**config.mk**
```make
export PLATFORM = sky130hd
export DESIGN_NAME = mdu_seq
export DESIGN_NICKNAME = d
export VERILOG_FILES = /design/src/rtl/mdu_seq_pkg.sv /design/src/rtl/mdu_div_step.sv /design/src/rtl/mdu_seq.sv
export SDC_FILE = /design/constraint.sdc
export NUM_CORES = 1
export LEC_CHECK = 0
export ABC_AREA = 1
export CAP_MARGIN = 40
export CORE_MARGIN = 1
export CORE_UTILIZATION = 40
export CTS_BUF_LIST = sky130_fd_sc_hd__clkbuf_16
export CTS_CLUSTER_DIAMETER = 150
export DETAILED_ROUTE_END_ITERATION = 10
export SYNTH_ARGS = -nofsm -noshare
export SYNTH_HDL_FRONTEND = slang
export SYNTH_SLANG_ARGS = --single-unit
export TNS_END_PERCENT = 5
```
**constraint.sdc**
```tcl
create_clock -name clk -period 2.9 [get_ports clk]
set_clock_uncertainty 0.2 [all_clocks]
set_input_delay 0.29 -clock clk [delete_from_list [all_inputs] [get_ports clk]]
set_output_delay 0.29 -clock clk [all_outputs]
set_load 0.05 [all_outputs]
```
**src/rtl/mdu_seq_pkg.sv**
```systemverilog
// mdu_seq_pkg: shared encodings for the sequential multiply/divide unit.
package mdu_seq_pkg;

    localparam int REG_IDX_W = 5;

    typedef enum logic [1:0] {
        MDU_MUL   = 2'b00,
        MDU_MULHU = 2'b01,
        MDU_DIVU  = 2'b10,
        MDU_REMU  = 2'b11
    } mdu_op_e;

    typedef enum logic [1:0] {
        ST_IDLE = 2'b00,
        ST_BUSY = 2'b01,
        ST_DONE = 2'b10
    } mdu_state_e;

endpackage

```
**src/rtl/mdu_div_step.sv**
```systemverilog
// mdu_div_step: one combinational restoring-division iteration.
module mdu_div_step #(
    parameter int WIDTH = 32
) (
    input  logic [WIDTH:0]   rem_i,
    input  logic [WIDTH-1:0] quot_i,
    input  logic [WIDTH-1:0] divisor_i,
    output logic [WIDTH:0]   rem_o,
    output logic [WIDTH-1:0] quot_o
);

    logic [WIDTH+1:0] shifted;
    logic [WIDTH+1:0] diff;

    assign shifted = {rem_i, quot_i[WIDTH-1]};
    assign diff    = shifted - {2'b00, divisor_i};
    // Sign bit of the trial difference decides keep vs. restore.
    assign rem_o   = diff[WIDTH+1] ? shifted[WIDTH:0] : diff[WIDTH:0];
    assign quot_o  = {quot_i[WIDTH-2:0], ~diff[WIDTH+1]};

endmodule

```
**src/rtl/mdu_seq.sv**
```systemverilog
// mdu_seq: iterative unsigned multiply/divide, one bit per cycle, with a
// start/busy/done handshake and register-file write-back outputs.
module mdu_seq
    import mdu_seq_pkg::*;
#(
    parameter int WIDTH = 32
) (
    input  logic                 clk,
    input  logic                 rst,
    input  logic                 start_i,
    input  logic [1:0]           op_i,
    input  logic [WIDTH-1:0]     src_a_i,
    input  logic [WIDTH-1:0]     src_b_i,
    input  logic [REG_IDX_W-1:0] dest_i,
    output logic                 ready_o,
    output logic                 busy_o,
    output logic                 done_o,
    output logic                 reg_write_o,
    output logic [REG_IDX_W-1:0] w_reg_out_o,
    output logic [WIDTH-1:0]     result_o
);

    localparam int CNT_W = $clog2(WIDTH) + 1;

    mdu_state_e           state_q, state_d;
    mdu_op_e              op_q, op_d;
    logic [CNT_W-1:0]     cnt_q, cnt_d;
    logic [WIDTH-1:0]     a_q, a_d;
    logic [WIDTH-1:0]     b_q, b_d;
    logic [2*WIDTH-1:0]   prod_q, prod_d;
    logic [WIDTH:0]       rem_q, rem_d;
    logic [WIDTH-1:0]     quot_q, quot_d;
    logic [REG_IDX_W-1:0] dest_q, dest_d;
    logic [REG_IDX_W-1:0] w_reg_q, w_reg_d;
    logic [WIDTH-1:0]     result_q, result_d;
    logic [WIDTH:0]       mul_sum;
    logic [WIDTH:0]       step_rem;
    logic [WIDTH-1:0]     step_quot;
    logic [WIDTH-1:0]     sel;
    logic                 div_zero;

    mdu_div_step #(.WIDTH(WIDTH)) u_div_step (
        .rem_i     (rem_q),
        .quot_i    (quot_q),
        .divisor_i (b_q),
        .rem_o     (step_rem),
        .quot_o    (step_quot)
    );

    // Multiplier sits in the low half of prod_q and is consumed from bit 0.
    assign mul_sum  = {1'b0, prod_q[2*WIDTH-1:WIDTH]} + {1'b0, prod_q[0] ? a_q : {WIDTH{1'b0}}};
    assign div_zero = op_i[1] && (src_b_i == '0);
    assign sel      = (op_q == MDU_MUL)   ? prod_q[WIDTH-1:0] :
                      (op_q == MDU_MULHU) ? prod_q[2*WIDTH-1:WIDTH] :
                      (op_q == MDU_DIVU)  ? quot_q : rem_q[WIDTH-1:0];

    always_comb begin
        state_d  = state_q;
        op_d     = op_q;
        cnt_d    = cnt_q;
        a_d      = a_q;
        b_d      = b_q;
        prod_d   = prod_q;
        rem_d    = rem_q;
        quot_d   = quot_q;
        dest_d   = dest_q;
        w_reg_d  = w_reg_q;
        result_d = result_q;
        if (state_q == ST_IDLE && start_i) begin
            state_d = div_zero ? ST_DONE : ST_BUSY;
            op_d    = mdu_op_e'(op_i);
            cnt_d   = '0;
            a_d     = src_a_i;
            b_d     = src_b_i;
            dest_d  = dest_i;
            prod_d  = {{WIDTH{1'b0}}, src_b_i};
            // Divide by zero preloads the architected results directly.
            rem_d   = div_zero ? {1'b0, src_a_i} : '0;
            quot_d  = div_zero ? {WIDTH{1'b1}} : src_a_i;
        end else if (state_q == ST_BUSY) begin
            cnt_d = cnt_q + 1'b1;
            if (op_q[1]) begin
                rem_d  = step_rem;
                quot_d = step_quot;
            end else begin
                prod_d = {mul_sum, prod_q[WIDTH-1:1]};
            end
            if (cnt_q == CNT_W'(WIDTH - 1)) state_d = ST_DONE;
        end else if (state_q == ST_DONE) begin
            state_d  = ST_IDLE;
            w_reg_d  = dest_q;
            result_d = sel;
        end
    end

    always_ff @(posedge clk) begin
        if (rst) begin
            state_q  <= ST_IDLE;
            op_q     <= MDU_MUL;
            cnt_q    <= '0;
            a_q      <= '0;
            b_q      <= '0;
            prod_q   <= '0;
            rem_q    <= '0;
            quot_q   <= '0;
            dest_q   <= '0;
            w_reg_q  <= '0;
            result_q <= '0;
        end else begin
            state_q  <= state_d;
            op_q     <= op_d;
            cnt_q    <= cnt_d;
            a_q      <= a_d;
            b_q      <= b_d;
            prod_q   <= prod_d;
            rem_q    <= rem_d;
            quot_q   <= quot_d;
            dest_q   <= dest_d;
            w_reg_q  <= w_reg_d;
            result_q <= result_d;
        end
    end

    assign ready_o     = (state_q == ST_IDLE);
    assign busy_o      = (state_q == ST_BUSY) || (state_q == ST_DONE);
    assign done_o      = (state_q == ST_DONE);
    assign reg_write_o = done_o && (dest_q != '0);
    assign w_reg_out_o = done_o ? dest_q : w_reg_q;
    assign result_o    = done_o ? sel : result_q;

endmodule

```
### Word level (Yosys, flattened, before mapping)

Index checks and enable logic that the tools add are counted.

| storage, ports and cells | value |
|---|---|
| word-level logic and storage cells | 66 |
| bits in registers | 245 |
| output and inout port bits | 41 |
| bits of input ports | 74 |

| cells by class | value |
|---|---|
| reduce and logical (&&, ||, !) cells | 17 |
| equal/unequal tests | 7 |
| muxes and demuxes | 23 |
| add/subtract/negate cells | 3 |
| bitwise logic cells | 4 |

Operators with widths:

| cell | number |
|---|---|
| two-way mux 32 bit | 13 |
| two-way mux 33 bit | 4 |
| subtractor 34 x 32 -> 34 bit | 1 |
| adder 32 x 32 -> 33 bit | 1 |
| logical NOT 32 bit | 1 |
| two-way mux 2 bit | 5 |
| AND reduction 2 bit | 5 |
| adder 6 x 1 -> 6 bit, second input constant | 1 |
| == test 6 x 5 -> 1 bit, second input constant | 1 |
| two-way mux 5 bit | 1 |
| nonzero test 5 bit | 1 |
| == test 2 x 1 -> 1 bit, second input constant | 2 |
| == test 2 bit, second input constant | 2 |
| logical NOT 2 bit | 2 |
| inverter 1 bit | 4 |
| nonzero test 2 bit | 2 |
| logical AND 1 bit | 3 |
| inequality test 3 x 2 -> 1 bit, second input constant | 1 |
| nonzero test 3 bit | 1 |
| inequality test 2 x 1 -> 1 bit, second input constant | 1 |
| OR reduction 2 bit | 1 |
| logical OR 1 bit | 1 |

### Logic depth before layout (Yosys ltp)

| depth | value |
|---|---|
| depth after elaboration | 5 |
| mapped depth | 18 |
| mapped depth without buffers | 18 |

### Hierarchy

Synthesis repeated with hierarchy kept, for this count alone.

| second synthesis, totals | value |
|---|---|
| cell total of the unflattened synthesis | 2,891 |
| area, all modules | 17,307.8 um^2 |

By module, submodules not included:

| module | cells an instance | area each (um^2) | seq. area each (um^2) | times used |
|---|---|---|---|---|
| mdu_seq | 2,139 | 13,630.6 | 4,904.7 | 1 |
| mdu_div_step | 752 | 3,677.3 | 0.0 | 1 |

### Worst setup path after synthesis

Ideal clock, no wire load.

| path | value |
|---|---|
| path type | reg-to-reg |
| from | register state_q[0] |
| to | register w_reg_q[0] |
| cell stages (with the launch flop) | 9 |
| data required time | 2.633 ns |
| setup time | 0.067 ns |
| buffers on the path | 2 |
| slack | -0.185 ns |
| period minus slack after synthesis | 3.085 ns |
| arrival time | 2.818 ns |
| path through | dfxtp_1 > inv_1 > ha_1 > inv_1 > clkbuf_1 > clkbuf_1 > o21ai_0 > nor2_1 > nor2_1 |

| between the ends | value |
|---|---|
| elaborated cells between the ends (all ways) | 8 |
| classes of those cells | eq/ne (2); mux (1); bitwise (2); reduce/logical (3) |

RTL lines:

| item | line | text |
|---|---|---|
| start, declared | mdu_seq.sv:25 | `mdu_state_e state_q, state_d;` |
| start signal, assigned | mdu_seq.sv:110 | `state_q <= state_d;` |
| == test 2 bit | -- |  |
| named net done_o | mdu_seq.sv:17 | `output logic done_o,` |
| two-way mux 5 bit | -- |  |
| named net w_reg_out_o[0] | mdu_seq.sv:19 | `output logic [REG_IDX_W-1:0] w_reg_out_o,` |
| end signal, assigned | mdu_seq.sv:119 | `w_reg_q <= w_reg_d;` |
| end, declared | mdu_seq.sv:34 | `logic [REG_IDX_W-1:0] w_reg_q, w_reg_d;` |

The timed path passes the listed nets, and every way through them passes these cells.
A chain may end at the register's enable or synchronous reset.

### Final worst setup path

| path | value |
|---|---|
| from | register op_q[1] |
| to | output result_o[7] |

| between the ends | value |
|---|---|
| word-level cells in the longest chain between the ends | 5 |
| elaborated cells between the ends (all ways) | 7 |
| classes of those cells | eq/ne (2); mux (4); reduce/logical (1) |

RTL lines:

| item | line | text |
|---|---|---|
| start, declared | mdu_seq.sv:26 | `mdu_op_e op_q, op_d;` |
| start signal, assigned | mdu_seq.sv:111 | `op_q <= op_d;` |
| == test 2 bit | mdu_seq.sv:55 | `(op_q == MDU_DIVU) ? quot_q : rem_q[WIDTH-1:0];` |
| two-way mux 32 bit | mdu_seq.sv:55 |  |
| two-way mux 32 bit | mdu_seq.sv:54 | `(op_q == MDU_MULHU) ? prod_q[2*WIDTH-1:WIDTH] :` |
| two-way mux 32 bit * | mdu_seq.sv:53 | `assign sel = (op_q == MDU_MUL) ? prod_q[WIDTH-1:0] :` |
| two-way mux 32 bit * | -- |  |
| end, declared | mdu_seq.sv:20 | `output logic [WIDTH-1:0] result_o` |

Mark *: on every way between the ends. The rest lies on a longest branch, timed or not.

==> results.sh <==
export IMPL_outcome="finished, violations left"
export IMPL_violations="setup timing"
export IMPL_cts_sinks=245
export IMPL_syn_inst=2478
export IMPL_tritoncts="yes"
export IMPL_worstSetupPathType="flip-flop to primary output"
export IMPL_fin_cells=3095
export IMPL_grt_pass1_vias=15845
export IMPL_die_area_sq_mm=0.0408
export IMPL_grt_pass1_wl_mm=94.7
export IMPL_synth_top_area_share=0.307
export IMPL_reg2reg_from="rem_q[18]"
export IMPL_whs_ps=171
export IMPL_ys_warn_count=0
export IMPL_layout_drive_gt1_share=0.116
export IMPL_htreeDepth=1
export IMPL_grtUsageTotal=0.300
export IMPL_routed_via_density=5.57
export IMPL_coreArea_sq_mm=0.0390
export IMPL_ys_ff_latch=245
export IMPL_num_vias=17231
export IMPL_antenna_found_initial=1
export IMPL_swShare=0.549
export IMPL_power_density_mw_per_mm2=1380
export IMPL_pwr_share_comb=0.663
export IMPL_min_path_cells=3
export IMPL_internal_power_uw=11800
export IMPL_grt_overflow_total=0
export IMPL_synth_fp_nets=2623
export IMPL_wl_mm=63.2
export IMPL_die_h_um=202
export IMPL_antenna_cells=0
export IMPL_drtPass1Iterations=6
export IMPL_yosysUniqueCellTypes=49
export IMPL_syn_area_per_cell_sq_um=6.45
export IMPL_p_seq_frac=0.203
export IMPL_ant_nets=0
export IMPL_clock_root_buffer="clkbuf_16"
export IMPL_top_layer_used="met4"
export IMPL_cts_made_buffers=29
export IMPL_die_width_um=202
export IMPL_setup_slack_ps=-110
export IMPL_synth_top_cells_by_count="nand2_1, inv_1, nor2_1, dfxtp_1, o21ai_0"
export IMPL_worst_slew_pin_slew_ps=680
export IMPL_place_inst=3038
export IMPL_synthTopCellsByArea="dfxtp_1, nand2_1, o21ai_0"
export IMPL_p_leak_uw=0.00877
export IMPL_r2r_end="rem_q[30]"
export IMPL_synthFlopType="dfxtp_1"
export IMPL_wirelength_met1_mm=28.3
export IMPL_end_kind="primary output"
export IMPL_grt_max_degree=96
export IMPL_max_vdd_ir_drop_mv=0.789
export IMPL_path_clk_slew_ps=60
export IMPL_dpl_worst_slack_ps=-108
export IMPL_clkPwrFrac=0.135
export IMPL_initial_core_util=0.410
export IMPL_maxCapViolCount=0
export IMPL_worstRegToRegCells=12
export IMPL_synth_edf_count=0
export IMPL_timing_fmax_ghz=0.332
export IMPL_synthToLayoutAreaGrowth_pct=18.5
export IMPL_post_drt_wl_per_cell_um=20.4
export IMPL_layout_nets=2700
export IMPL_async_reset_ff_frac=0
export IMPL_insertion_delay_ps=570
export IMPL_setup_viol=17
export IMPL_rows=72
export IMPL_cp_max_fo=16
export IMPL_cp_data_arrival_time_ps=2520
export IMPL_finalCritPeriodShare=1.04
export IMPL_finalHoldViolations=0
export IMPL_startpoint_type="flip-flop"
export IMPL_drc=0
export IMPL_hold_path_startpoint="dest_i[0]"
export IMPL_fin_crit_ps=3010
export IMPL_hpwl_mm=48.9
export IMPL_clockBufferDepth=3
export IMPL_yosysMostFrequentCell="nand2_1"
export IMPL_dr_wl_met2_mm=27.7
export IMPL_hold_class="input pin to flip-flop"
export IMPL_rrSetupSlack_ps=160
export IMPL_relSlewSlack=0.547
export IMPL_ys_seq_area_frac=0.307
export IMPL_gp_congestion=0.977
export IMPL_synth_top_cell_by_area="dfxtp_1"
export IMPL_ios=115
export IMPL_hold_end="dest_q[0]"
export IMPL_place_port_buffers=114
export IMPL_rsz0062_at_grt="yes"
export IMPL_drt_first_iter_violations=1752
export IMPL_utilization=0.486
export IMPL_drv_slew=0
export IMPL_route_met3_wl_mm=4.21
export IMPL_p_sw_uw=14300
export IMPL_required_ps=2410
export IMPL_syn_area_sq_mm=0.0160
-- how the worst max path moves through the flow --
stage | slack, ps | start | depth (start not counted) | to
2_1_floorplan | -180 | state_q[0] | 8 | w_reg_q[0]
3_3_place_gp | -120 | op_i[1] | 12 | quot_q[14]
3_5_place_dp | -110 | op_i[1] | 12 | quot_q[16]
4_1_cts | -70 | op_q[1] | 10 | result_o[10]
5_1_grt | -120 | op_q[1] | 9 | result_o[2]
6_report | -110 | op_q[1] | 8 | result_o[7]
-- kinds of logic after synthesis --
group | share of synthesized area
and+or+nand+nor | 0.283
buffers and inverters | 0.104
AOI/OAI and AO/OA | 0.231
adders and majority gates | 0.0565
DFF | 0.307
xor gates and xnor gates | 0.0197
-- timing repair --
action / in CTS / in global routing
resized for setup: 44 / 35
hold buffers: 1 / 0
endpoints found under the setup margin: 32 / 43
endpoints found under the hold margin: 10 / 0
pin swaps: 3 / 5
buffers inserted: 0 / 0
gates cloned: 0 / 4
-- stage by stage --
step | total power, uW | setup TNS [ps] | instance area, sq um
after floorplan | 16800 | -720 | 16000
after detailed placement | 21800 | -2000 | 17800
after global routing | 27800 | -1640 | 18900
after global placement | 21800 | -2060 | 17800
final | 26100 | -787 | 18900
after CTS | 25600 | -553 | 18800
-- registers in the layout, summed over array words and instances, names as in the netlist --
name      cells
state_q       2
op_q          2
b_q          32
w_reg_q       5
result_q     32
prod_q       64
rem_q        33
dest_q        5
cnt_q         6
quot_q       32
a_q          32
-- worst max-delay path, stage by stage, from the launching register on --
cell and delay (ps):
dfxtp_2 330, inv_2 50, or2_4 320, clkbuf_16 200, o21ai_1 280, nand2_1 120, o211ai_1 240, a21oi_2 170
buf_4 230
-- metal layers --
metal	vias up	global-route usage
met1	8068	0.414
met3	132	0.0358
met4	0	0.137
met2	695	0.467
met5	-	0
li1	8336	-
-- final cells by class --
type                       count  area (sq um)
clock inverter                24           168
timing repair buffer         174          1750
fill                        4018         20100
tap                          518           648
inverter                     298          1120
multi-input combinational   1807          9620
clock buffer                  29           726
sequential                   245          4910
-- layout by cell type (no fill, tap or decap), drive strengths merged, types with 74 or more instances in the layout --
cell type and instances:
a21oi 204, a31oi 104, buf 96, clkdlybuf4s50 74
dfxtp 245, inv 301, nand2 631, nand3 116
nor2 261, o21ai 230
-- power by group through the flow --
stage | Combinational (uW) | Sequential [uW] | Clock (uW)
floorplan | 12000 | 4860 | 0
global placement | 16600 | 5260 | 0
detailed placement | 16600 | 5280 | 0
CTS | 16800 | 5220 | 3550
global route | 18700 | 5370 | 3690
finish | 17300 | 5290 | 3520
Note: power is estimated with default switching activity, not from simulation.
